### src/rtl/alu_seq_if.sv
// alu_seq operand/result handshake bundle.
// master drives operands and out_ready; slave is the ALU.
interface alu_seq_if #(
  parameter int WIDTH = 16
);
  logic             in_valid;
  logic             in_ready;
  logic [WIDTH-1:0] num1;
  logic [WIDTH-1:0] num2;
  logic [3:0]       opcode;
  logic             out_valid;
  logic             out_ready;
  logic [WIDTH-1:0] result;
  logic             flag_z;
  logic             flag_n;
  logic             flag_c;
  logic             flag_v;

  modport master (
    output in_valid, num1, num2, opcode, out_ready,
    input  in_ready, out_valid, result,
    input  flag_z, flag_n, flag_c, flag_v
  );

  modport slave (
    input  in_valid, num1, num2, opcode, out_ready,
    output in_ready, out_valid, result,
    output flag_z, flag_n, flag_c, flag_v
  );
endinterface

### src/rtl/alu_seq.sv
// Registered ALU with valid/ready handshake and flags.
// Define ALU_MUL_EN to build the iterative shift-add multiplier.
module alu_seq #(
  parameter int WIDTH = 16,
  localparam int SHW = $clog2(WIDTH)
) (
  input logic      clk,
  input logic      rst_n,
  alu_seq_if.slave bus
);

  localparam logic [3:0] OP_ADD = 4'b0001;
  localparam logic [3:0] OP_SUB = 4'b0010;
  localparam logic [3:0] OP_AND = 4'b0011;
  localparam logic [3:0] OP_OR  = 4'b0100;
  localparam logic [3:0] OP_XOR = 4'b0101;
  localparam logic [3:0] OP_SHL = 4'b0110;
  localparam logic [3:0] OP_SHR = 4'b0111;

`ifdef ALU_MUL_EN
  localparam logic [3:0] OP_MUL = 4'b1000;
  typedef enum logic [1:0] {
    IDLE, BUSY, DONE
  } state_t;
`else
  typedef enum logic [1:0] {
    IDLE, DONE
  } state_t;
`endif

  state_t state, state_d;

  logic             accept;
  logic             is_mul;
  logic [WIDTH-1:0] a, b;
  logic [SHW-1:0]   sh;
  logic [WIDTH:0]   sum, diff;
  logic [WIDTH-1:0] r;
  logic             c, v;

  logic [WIDTH-1:0] res_q;
  logic             z_q, n_q, c_q, v_q;

  assign a      = bus.num1;
  assign b      = bus.num2;
  assign sh     = b[SHW-1:0];
  assign sum    = {1'b0, a} + {1'b0, b};
  assign diff   = {1'b0, a} - {1'b0, b};
  assign accept = (state == IDLE) && bus.in_valid;

`ifdef ALU_MUL_EN
  logic [2*WIDTH-1:0] mcand, acc, acc_d;
  logic [WIDTH-1:0]   mplier;
  logic [SHW-1:0]     cnt;
  logic               last;

  assign is_mul = (bus.opcode == OP_MUL);
  assign acc_d  = mplier[0] ? acc + mcand : acc;
  assign last   = (cnt == SHW'(WIDTH - 1));
`else
  assign is_mul = 1'b0;
`endif

  // single-cycle ops evaluate straight from the bus on the accept edge
  always_comb begin
    r = '0;
    c = 1'b0;
    v = 1'b0;
    unique case (1'b1)
      bus.opcode == OP_ADD: begin
        r = sum[WIDTH-1:0];
        c = sum[WIDTH];
        v = (a[WIDTH-1] == b[WIDTH-1]) &&
            (r[WIDTH-1] != a[WIDTH-1]);
      end
      bus.opcode == OP_SUB: begin
        r = diff[WIDTH-1:0];
        c = diff[WIDTH];
        v = (a[WIDTH-1] != b[WIDTH-1]) &&
            (r[WIDTH-1] != a[WIDTH-1]);
      end
      bus.opcode == OP_AND: r = a & b;
      bus.opcode == OP_OR:  r = a | b;
      bus.opcode == OP_XOR: r = a ^ b;
      bus.opcode == OP_SHL: r = a << sh;
      bus.opcode == OP_SHR: r = a >> sh;
      default: r = '0;
    endcase
  end

  always_ff @(posedge clk or negedge rst_n) begin
    if (!rst_n) state <= IDLE;
    else        state <= state_d;
  end

  always_comb begin
    state_d = state;
    unique case (state)
      IDLE: begin
        if (accept) state_d = is_mul ? state_t'(DONE + 0) : DONE;
`ifdef ALU_MUL_EN
        if (accept && is_mul) state_d = BUSY;
`endif
      end
`ifdef ALU_MUL_EN
      BUSY: if (last) state_d = DONE;
`endif
      DONE: if (bus.out_ready) state_d = IDLE;
      default: state_d = IDLE;
    endcase
  end

  always_ff @(posedge clk or negedge rst_n) begin
    if (!rst_n) begin
      res_q <= '0;
      z_q   <= 1'b0;
      n_q   <= 1'b0;
      c_q   <= 1'b0;
      v_q   <= 1'b0;
    end else if (accept && !is_mul) begin
      res_q <= r;
      z_q   <= (r == '0);
      n_q   <= r[WIDTH-1];
      c_q   <= c;
      v_q   <= v;
    end
`ifdef ALU_MUL_EN
    else if (state == BUSY && last) begin
      res_q <= acc_d[WIDTH-1:0];
      z_q   <= (acc_d[WIDTH-1:0] == '0);
      n_q   <= acc_d[WIDTH-1];
      c_q   <= |acc_d[2*WIDTH-1:WIDTH];
      v_q   <= 1'b0;
    end
`endif
  end

`ifdef ALU_MUL_EN
  always_ff @(posedge clk or negedge rst_n) begin
    if (!rst_n) begin
      mcand  <= '0;
      mplier <= '0;
      acc    <= '0;
      cnt    <= '0;
    end else if (accept && is_mul) begin
      mcand  <= {{WIDTH{1'b0}}, a};
      mplier <= b;
      acc    <= '0;
      cnt    <= '0;
    end else if (state == BUSY) begin
      acc    <= acc_d;
      mcand  <= mcand << 1;
      mplier <= mplier >> 1;
      cnt    <= cnt + SHW'(1);
    end
  end
`endif

  assign bus.in_ready  = (state == IDLE);
  assign bus.out_valid = (state == DONE);
  assign bus.result    = res_q;
  assign bus.flag_z    = z_q;
  assign bus.flag_n    = n_q;
  assign bus.flag_c    = c_q;
  assign bus.flag_v    = v_q;

endmodule

### src/flat_wrapper.sv
// flat-port wrapper written by rule: the top's interface ports become plain ports
module alu_seq_flat 
#(
  parameter int WIDTH = 16,
  localparam int SHW = $clog2(WIDTH)
)
  (clk, rst_n, bus_in_valid, bus_num1, bus_num2, bus_opcode, bus_out_ready, bus_in_ready, bus_out_valid, bus_result, bus_flag_z, bus_flag_n, bus_flag_c, bus_flag_v);
  alu_seq_if #(.WIDTH(WIDTH)) bus_i ();
  input logic clk;
  input logic rst_n;
  input wire logic [$bits(bus_i.in_valid)-1:0] bus_in_valid;
  input wire logic [$bits(bus_i.num1)-1:0] bus_num1;
  input wire logic [$bits(bus_i.num2)-1:0] bus_num2;
  input wire logic [$bits(bus_i.opcode)-1:0] bus_opcode;
  input wire logic [$bits(bus_i.out_ready)-1:0] bus_out_ready;
  output wire logic [$bits(bus_i.in_ready)-1:0] bus_in_ready;
  output wire logic [$bits(bus_i.out_valid)-1:0] bus_out_valid;
  output wire logic [$bits(bus_i.result)-1:0] bus_result;
  output wire logic [$bits(bus_i.flag_z)-1:0] bus_flag_z;
  output wire logic [$bits(bus_i.flag_n)-1:0] bus_flag_n;
  output wire logic [$bits(bus_i.flag_c)-1:0] bus_flag_c;
  output wire logic [$bits(bus_i.flag_v)-1:0] bus_flag_v;
  assign bus_i.in_valid = bus_in_valid;
  assign bus_i.num1 = bus_num1;
  assign bus_i.num2 = bus_num2;
  assign bus_i.opcode = bus_opcode;
  assign bus_i.out_ready = bus_out_ready;
  assign bus_in_ready = bus_i.in_ready;
  assign bus_out_valid = bus_i.out_valid;
  assign bus_result = bus_i.result;
  assign bus_flag_z = bus_i.flag_z;
  assign bus_flag_n = bus_i.flag_n;
  assign bus_flag_c = bus_i.flag_c;
  assign bus_flag_v = bus_i.flag_v;
  alu_seq #(.WIDTH(WIDTH)) u_core (.clk(clk), .rst_n(rst_n), .bus(bus_i));
endmodule
### config.mk
export PLATFORM = sky130hd
export DESIGN_NAME = alu_seq_flat
export DESIGN_NICKNAME = d
export VERILOG_FILES = /design/src/rtl/alu_seq_if.sv /design/src/rtl/alu_seq.sv /design/src/flat_wrapper.sv
export SDC_FILE = /design/constraint.sdc
export NUM_CORES = 1
export LEC_CHECK = 0
export BUFFER_PORTS_ARGS = -buffer_cell sky130_fd_sc_hd__buf_2
export CAP_MARGIN = 20
export CORE_ASPECT_RATIO = 1.5
export CORE_UTILIZATION = 45
export CTS_BUF_LIST = sky130_fd_sc_hd__clkbuf_16
export DETAILED_ROUTE_END_ITERATION = 8
export PLACE_DENSITY = 0.71
export SETUP_SLACK_MARGIN = 0.05
export SLEW_MARGIN = 30
export SYNTH_ARGS = -nofsm -noshare
export SYNTH_HDL_FRONTEND = slang
export SYNTH_SLANG_ARGS = --single-unit
export TNS_END_PERCENT = 30
### constraint.sdc
create_clock -name clk -period 1.7 [get_ports clk]
set_input_delay 0.17 -clock clk [delete_from_list [all_inputs] [get_ports clk]]
set_output_delay 0.17 -clock clk [all_outputs]
set_load 0.02 [all_outputs]
After elaboration in Yosys (flattened, before gate mapping)

Index checks and enable logic that the tools add are counted.

Add/subtract/negate cells: 2
Equality and inequality tests: 14
Mux-type cells: 6
Reductions and logical operators: 6
Bitwise gates (word level): 3
Shifts and indexed selects: 2

Operator list:

| kind                                           | count |
|---|---|
| one-hot mux 16 bit (7 select lines)            | 1 |
| adder 16 x 16 -> 17 bit                        | 1 |
| subtractor 16 x 16 -> 17 bit                   | 1 |
| bitwise AND 16 bit                             | 1 |
| == test 4 x 3 -> 1 bit (second input constant) | 4 |
| zero test 16 bit                               | 1 |
| bitwise OR 16 bit                              | 1 |
| << shifter 16 x 4 -> 16 bit                    | 1 |
| >> shifter 16 x 4 -> 16 bit                    | 1 |
| bitwise XOR 16 bit                             | 1 |
| == test 4 x 2 -> 1 bit (second input constant) | 2 |
| == test 4 x 1 -> 1 bit (second input constant) | 1 |
| two-way mux 2 bit                              | 2 |
| one-hot mux 1 bit (2 select lines)             | 2 |
| one-hot mux 2 bit (2 select lines)             | 1 |
| logical AND 1 bit                              | 3 |
| != test 1 bit                                  | 3 |
| == test 2 x 1 -> 1 bit (second input constant) | 1 |
| zero test 2 bit                                | 1 |
| != test 2 x 1 -> 1 bit (second input constant) | 1 |
| != test 2 bit (second input constant)          | 1 |
| AND reduction 2 bit                            | 1 |
| == test 1 bit                                  | 1 |

Input port bits: 40
Flip-flop bits (word level): 22
Output and inout port bits: 22
Logic and storage cells: 39

Depth between registers and ports, before layout

Word-level depth: 4
Gate-level depth with buffers: 14
Gate-level depth less buffers: 13

Least setup slack after synthesis

Ideal clock, no wire load.

Path kind: input to register
Start: input bus_num2[1]
End: register u_core.z_q (netlist: u_core.bus.flag_z)
Path slack: -1872 ps
Cell stages on the path: 14
Path buffers: 3
Data required time: 1596 ps
Arrival time: 3468 ps
Cell sequence: buf_2 -> inv_2 -> buf_2 -> clkbuf_1 -> ha_1 -> or2_1 -> a221oi_1 -> o211a_1 -> o41ai_2 -> a2111o_1 -> nand2_1 -> nor2_1 -> a221o_1 -> o41ai_2

Cells in the longest elaborated chain, start to end: 3
Elaborated cells on any way between the ends: 9
Classes of those cells: 2 x add/sub; 2 x shift; 1 x mux; 3 x bitwise; 1 x reduce/logical

RTL lines:

| element                                              | line               | source |
|---|---|---|
| start: declaration                                   | flat_wrapper.sv:13 | `input wire logic [$bits(bus_i.num2)-1:0] bus_num2;` |
| subtractor 16 x 16 -> 17 bit (tied with other cells) | alu_seq.sv:48      | `assign diff = {1'b0, a} - {1'b0, b};` |
| one-hot mux 16 bit (7 select lines) *                | alu_seq.sv:69      | `unique case (1'b1)` |
| zero test 16 bit *                                   | alu_seq.sv:122     | `z_q <= (r == '0);` |
| end signal: assignment                               | alu_seq.sv:122     |  |
| end: declaration                                     | alu_seq.sv:42      | `logic z_q, n_q, c_q, v_q;` |

Mark *: on every way between the ends. The rest lies on a longest branch, timed or not.
A chain may end at the register's enable or synchronous reset.

Final worst setup path

Start: input bus_num1[3]
End: register u_core.res_q[14] (netlist: u_core.bus.result[14])

Cells in the longest elaborated chain, start to end: 2
Elaborated cells on any way between the ends: 5
Classes of those cells: 2 x add/sub; 2 x shift; 1 x mux

RTL lines:

| element                                              | line               | source |
|---|---|---|
| start: declaration                                   | flat_wrapper.sv:12 | `input wire logic [$bits(bus_i.num1)-1:0] bus_num1;` |
| subtractor 16 x 16 -> 17 bit (tied with other cells) | alu_seq.sv:48      |  |
| one-hot mux 16 bit (7 select lines) *                | alu_seq.sv:69      |  |
| end signal: assignment                               | alu_seq.sv:121     | `res_q <= r;` |
| end: declaration                                     | alu_seq.sv:41      | `logic [WIDTH-1:0] res_q;` |

Marks and branches as above.

==> results_dict.tcl <==
set metrics [dict create \
    outcome "finished with violations" \
    failed_checks "setup timing" \
    tightestPinTransition_ns 0.944 \
    setup_viol 19 \
    maxCapViolations 0 \
    peakVddDrop_mv 0.277 \
    hold_start "bus_out_ready" \
    power.share.switching 0.426 \
    leakage_uw 0.00366 \
    die_x_um 86.3 \
    holdPathEnd "u_core.state[0]" \
    yosys.area.top_type_share 0.136 \
    drt_iter0_markers 397 \
    r2r-start "u_core.state[0]" \
    dieArea_mm2 0.0111 \
    final_core_util 0.739 \
    layout_setup_ws_ns -0.977 \
    grt_max_degree 23 \
    routabilityCongestion 1.04 \
    avgViaCountPerCell 6.07 \
    diodes 0 \
    syn_to_final_growth_pct 57.9 \
    antenna_left 0 \
    coreArea_mm2 0.0102 \
    clk_path_buf_depth 2 \
    hold_viol 0 \
    async_flop_share 1.00 \
    path_max_fanout 8 \
    seq_area_frac_synth 0.104 \
    drv_slew 0 \
    whs_path_depth 2 \
    switchingPower_uw 1550 \
    syn_nets 721 \
    grt_pass1_vias 6532 \
    synth_area_leaders "ha_1 (14%), dfrtp_1 (10%), mux4_2 (6.1%)" \
    critPathKind "in -> reg" \
    cts.clk_slew.worst_paths_ns 0.05 \
    cts_tree "built" \
    power_frac_seq 0.172 \
    layout_min_cycle_time_ns 2.68 \
    synth_cells 627 \
    max_freq_mhz 374 \
    die_h_um 128 \
    r2r-end "u_core.bus.flag_z" \
    nets 1003 \
    dr.pass1.iters 7 \
    grt_pass1_wl_um 33600 \
    route.final.wire_length_um 21900 \
    layout_common_cells "buf_4 (256), nand2_1 (54), buf_2 (52)" \
    drc 0 \
    synth-edff-count 0 \
    synth.cell_area_mm2 0.00480 \
    synth_cell_types 78 \
    cts-root-buf "clkbuf_16" \
    cts.sinks 20 \
    cts_htree_levels 1 \
    num_io_pins 62 \
    maxSlewHeadroom 0.367 \
    timing.hold.ws_ns 0.101 \
    grt_setup_unrepaired "true" \
    gr-total-overflow 0 \
    layout-drive-gt1-share 0.459 \
    combinationalPowerShare 0.699 \
    critPathLaunchType "primary input" \
    yosys_warnings 0 \
    vias 6361 \
    grt_usage 0.391 \
    synth_flop_cell "dfrtp_1" \
    cp-end-kind "register" \
    hold_class "in -> reg" \
    reg2regPathDepth 10 \
    num_rows 45 \
    powerDensity_mw_per_mm2 479 \
    fin_worst_skew_ns 0.00350 \
    syn_avg_cell_area_um2 7.65 \
    ff2ff_setup_slack_ns -0.42 \
    post_drt_wl_per_cell_um 20.9 \
    synth_top_cell_by_area "ha_1" \
    synth_seq_cells 20 \
    hpwlAfterDp_um 18000 \
    power.internal_uw 2080 \
    grt_antenna_before_repair 0 \
    crit_arrival_ns 2.87 \
    cts_made_buffers 3 \
    p_clk_frac 0.129 \
    initial_core_util 0.468 \
    critical_path_required_ns 1.89 \
    worstSkewPairLatency_ns 0.25 \
    io_buffers 61 \
    min_period_over_period 1.57 \
    layout_commonest_cell "buf_4" \
]
## through the flow
stage / setup slack [ns] / cell area, µm² / std cells / power (µW) / TNS [ns]
2_1_floorplan: -1.17 / 4910 / 627 / 1830 / -11.42
3_3_place_gp: -1.33 / 7010 / 1030 / 2870 / -16.70
3_5_place_dp: -1.43 / 7010 / 1030 / 2910 / -17.43
4_1_cts: -0.899 / 7470 / 1043 / 3530 / -8.97
5_1_grt: -1.07 / 7580 / 1048 / 3840 / -11.90
6_report: -0.977 / 7580 / 1048 / 3630 / -10.37
## layer usage
layer	up-vias	GRT usage	routed length (µm)
li1	2905	-	-
met1	2987	0.412	7720
met2	354	0.721	11300
met3	115	0.0443	1390
met4	0	0.261	1470
met5	-	0	0
## critical path, cell delays in order
cell and delay [ns]:
buf_2 0.13, inv_1 0.07, ha_1 0.30, buf_4 0.18
a221o_1 0.38, nand4_1 0.15, nand2_1 0.11, o31a_1 0.33
buf_4 0.17, o41ai_4 0.24, mux2i_1 0.15, buf_4 0.15
o211ai_1 0.19, o21a_1 0.15
## Yosys cell counts (6+ instances only)
| library cell | number |
|---|---|
| nand2_1 | 54 |
| ha_1 | 52 |
| nor2_1 | 51 |
| inv_1 | 48 |
| a21oi_1 | 40 |
| clkbuf_1 | 31 |
| o21ai_0 | 30 |
| mux2i_1 | 25 |
| dfrtp_1 | 20 |
| nor3_1 | 16 |
| nand2b_1 | 15 |
| mux4_2 | 13 |
| a22oi_1 | 12 |
| o211ai_1 | 12 |
| a211oi_1 | 11 |
| o22ai_1 | 11 |
| a31oi_1 | 10 |
| nor2b_1 | 10 |
| o21ai_1 | 9 |
| buf_2 | 8 |
| a21o_1 | 7 |
| o221ai_1 | 7 |
| xnor2_1 | 7 |
| a211o_1 | 6 |
| a32oi_1 | 6 |
| nand3_1 | 6 |
## registers in the layout (all words and copies together) (netlist names)
signal             count
u_core.state           1
u_core.bus.flag_v      1
u_core.bus.flag_z      1
u_core.bus.flag_c      1
u_core.bus.flag_n      1
u_core.bus.result     15
## area by class of cell
| cell class | count | area (µm²) |
|---|---|---|
| tap | 141 | 176 |
| sequential | 20 | 500 |
| timing repair buffer | 323 | 2370 |
| inverter | 50 | 203 |
| fill | 819 | 2670 |
| multi-input combinational | 511 | 4250 |
| clock buffer | 3 | 75.1 |
## how the worst max path moves through the flow
stage / to / cells past startpoint / from / slack [ns]
2_1_floorplan: u_core.bus.flag_z / 14 / bus_num2[1] / -1.17
3_3_place_gp: u_core.bus.flag_z / 12 / bus_num1[6] / -1.33
3_5_place_dp: u_core.bus.flag_z / 12 / bus_num1[6] / -1.43
4_1_cts: u_core.bus.flag_z / 14 / bus_num2[0] / -0.90
5_1_grt: u_core.bus.result[14] / 14 / bus_num1[3] / -1.07
6_report: u_core.bus.result[14] / 14 / bus_num1[3] / -0.98
## repair_timing
| action | 4_1_cts | 5_1_grt |
|---|---|---|
| setup buffers | 9 | 5 |
| pin swaps | 35 | 14 |
| hold endpoints to repair | 20 | 0 |
| hold buffers | 1 | 0 |
| resized for setup | 75 | 19 |
| setup endpoints to repair | 19 | 19 |
## cell families after synthesis
logic type / count (synthesis) / synth area share
DFF: 20 / 0.104
muxes: 50 / 0.147
xor gates and xnor gates: 8 / 0.0146
AOI/OAI and AO/OA: 216 / 0.323
adders and majority gates: 54 / 0.144
and+or+nand+nor: 183 / 0.185
buffers and inverters: 96 / 0.0827
## power groups by stage
| stage | clock, µW | combinational, µW | sequential, µW |
|---|---|---|---|
| 3_3_place_gp | 0 | 2240 | 624 |
| 3_5_place_dp | 0 | 2280 | 632 |
| 5_1_grt | 503 | 2700 | 635 |
| 4_1_cts | 477 | 2430 | 625 |
| 6_report | 468 | 2540 | 624 |
| 2_1_floorplan | 0 | 1080 | 754 |
Note: power is estimated with default switching activity, not from simulation.
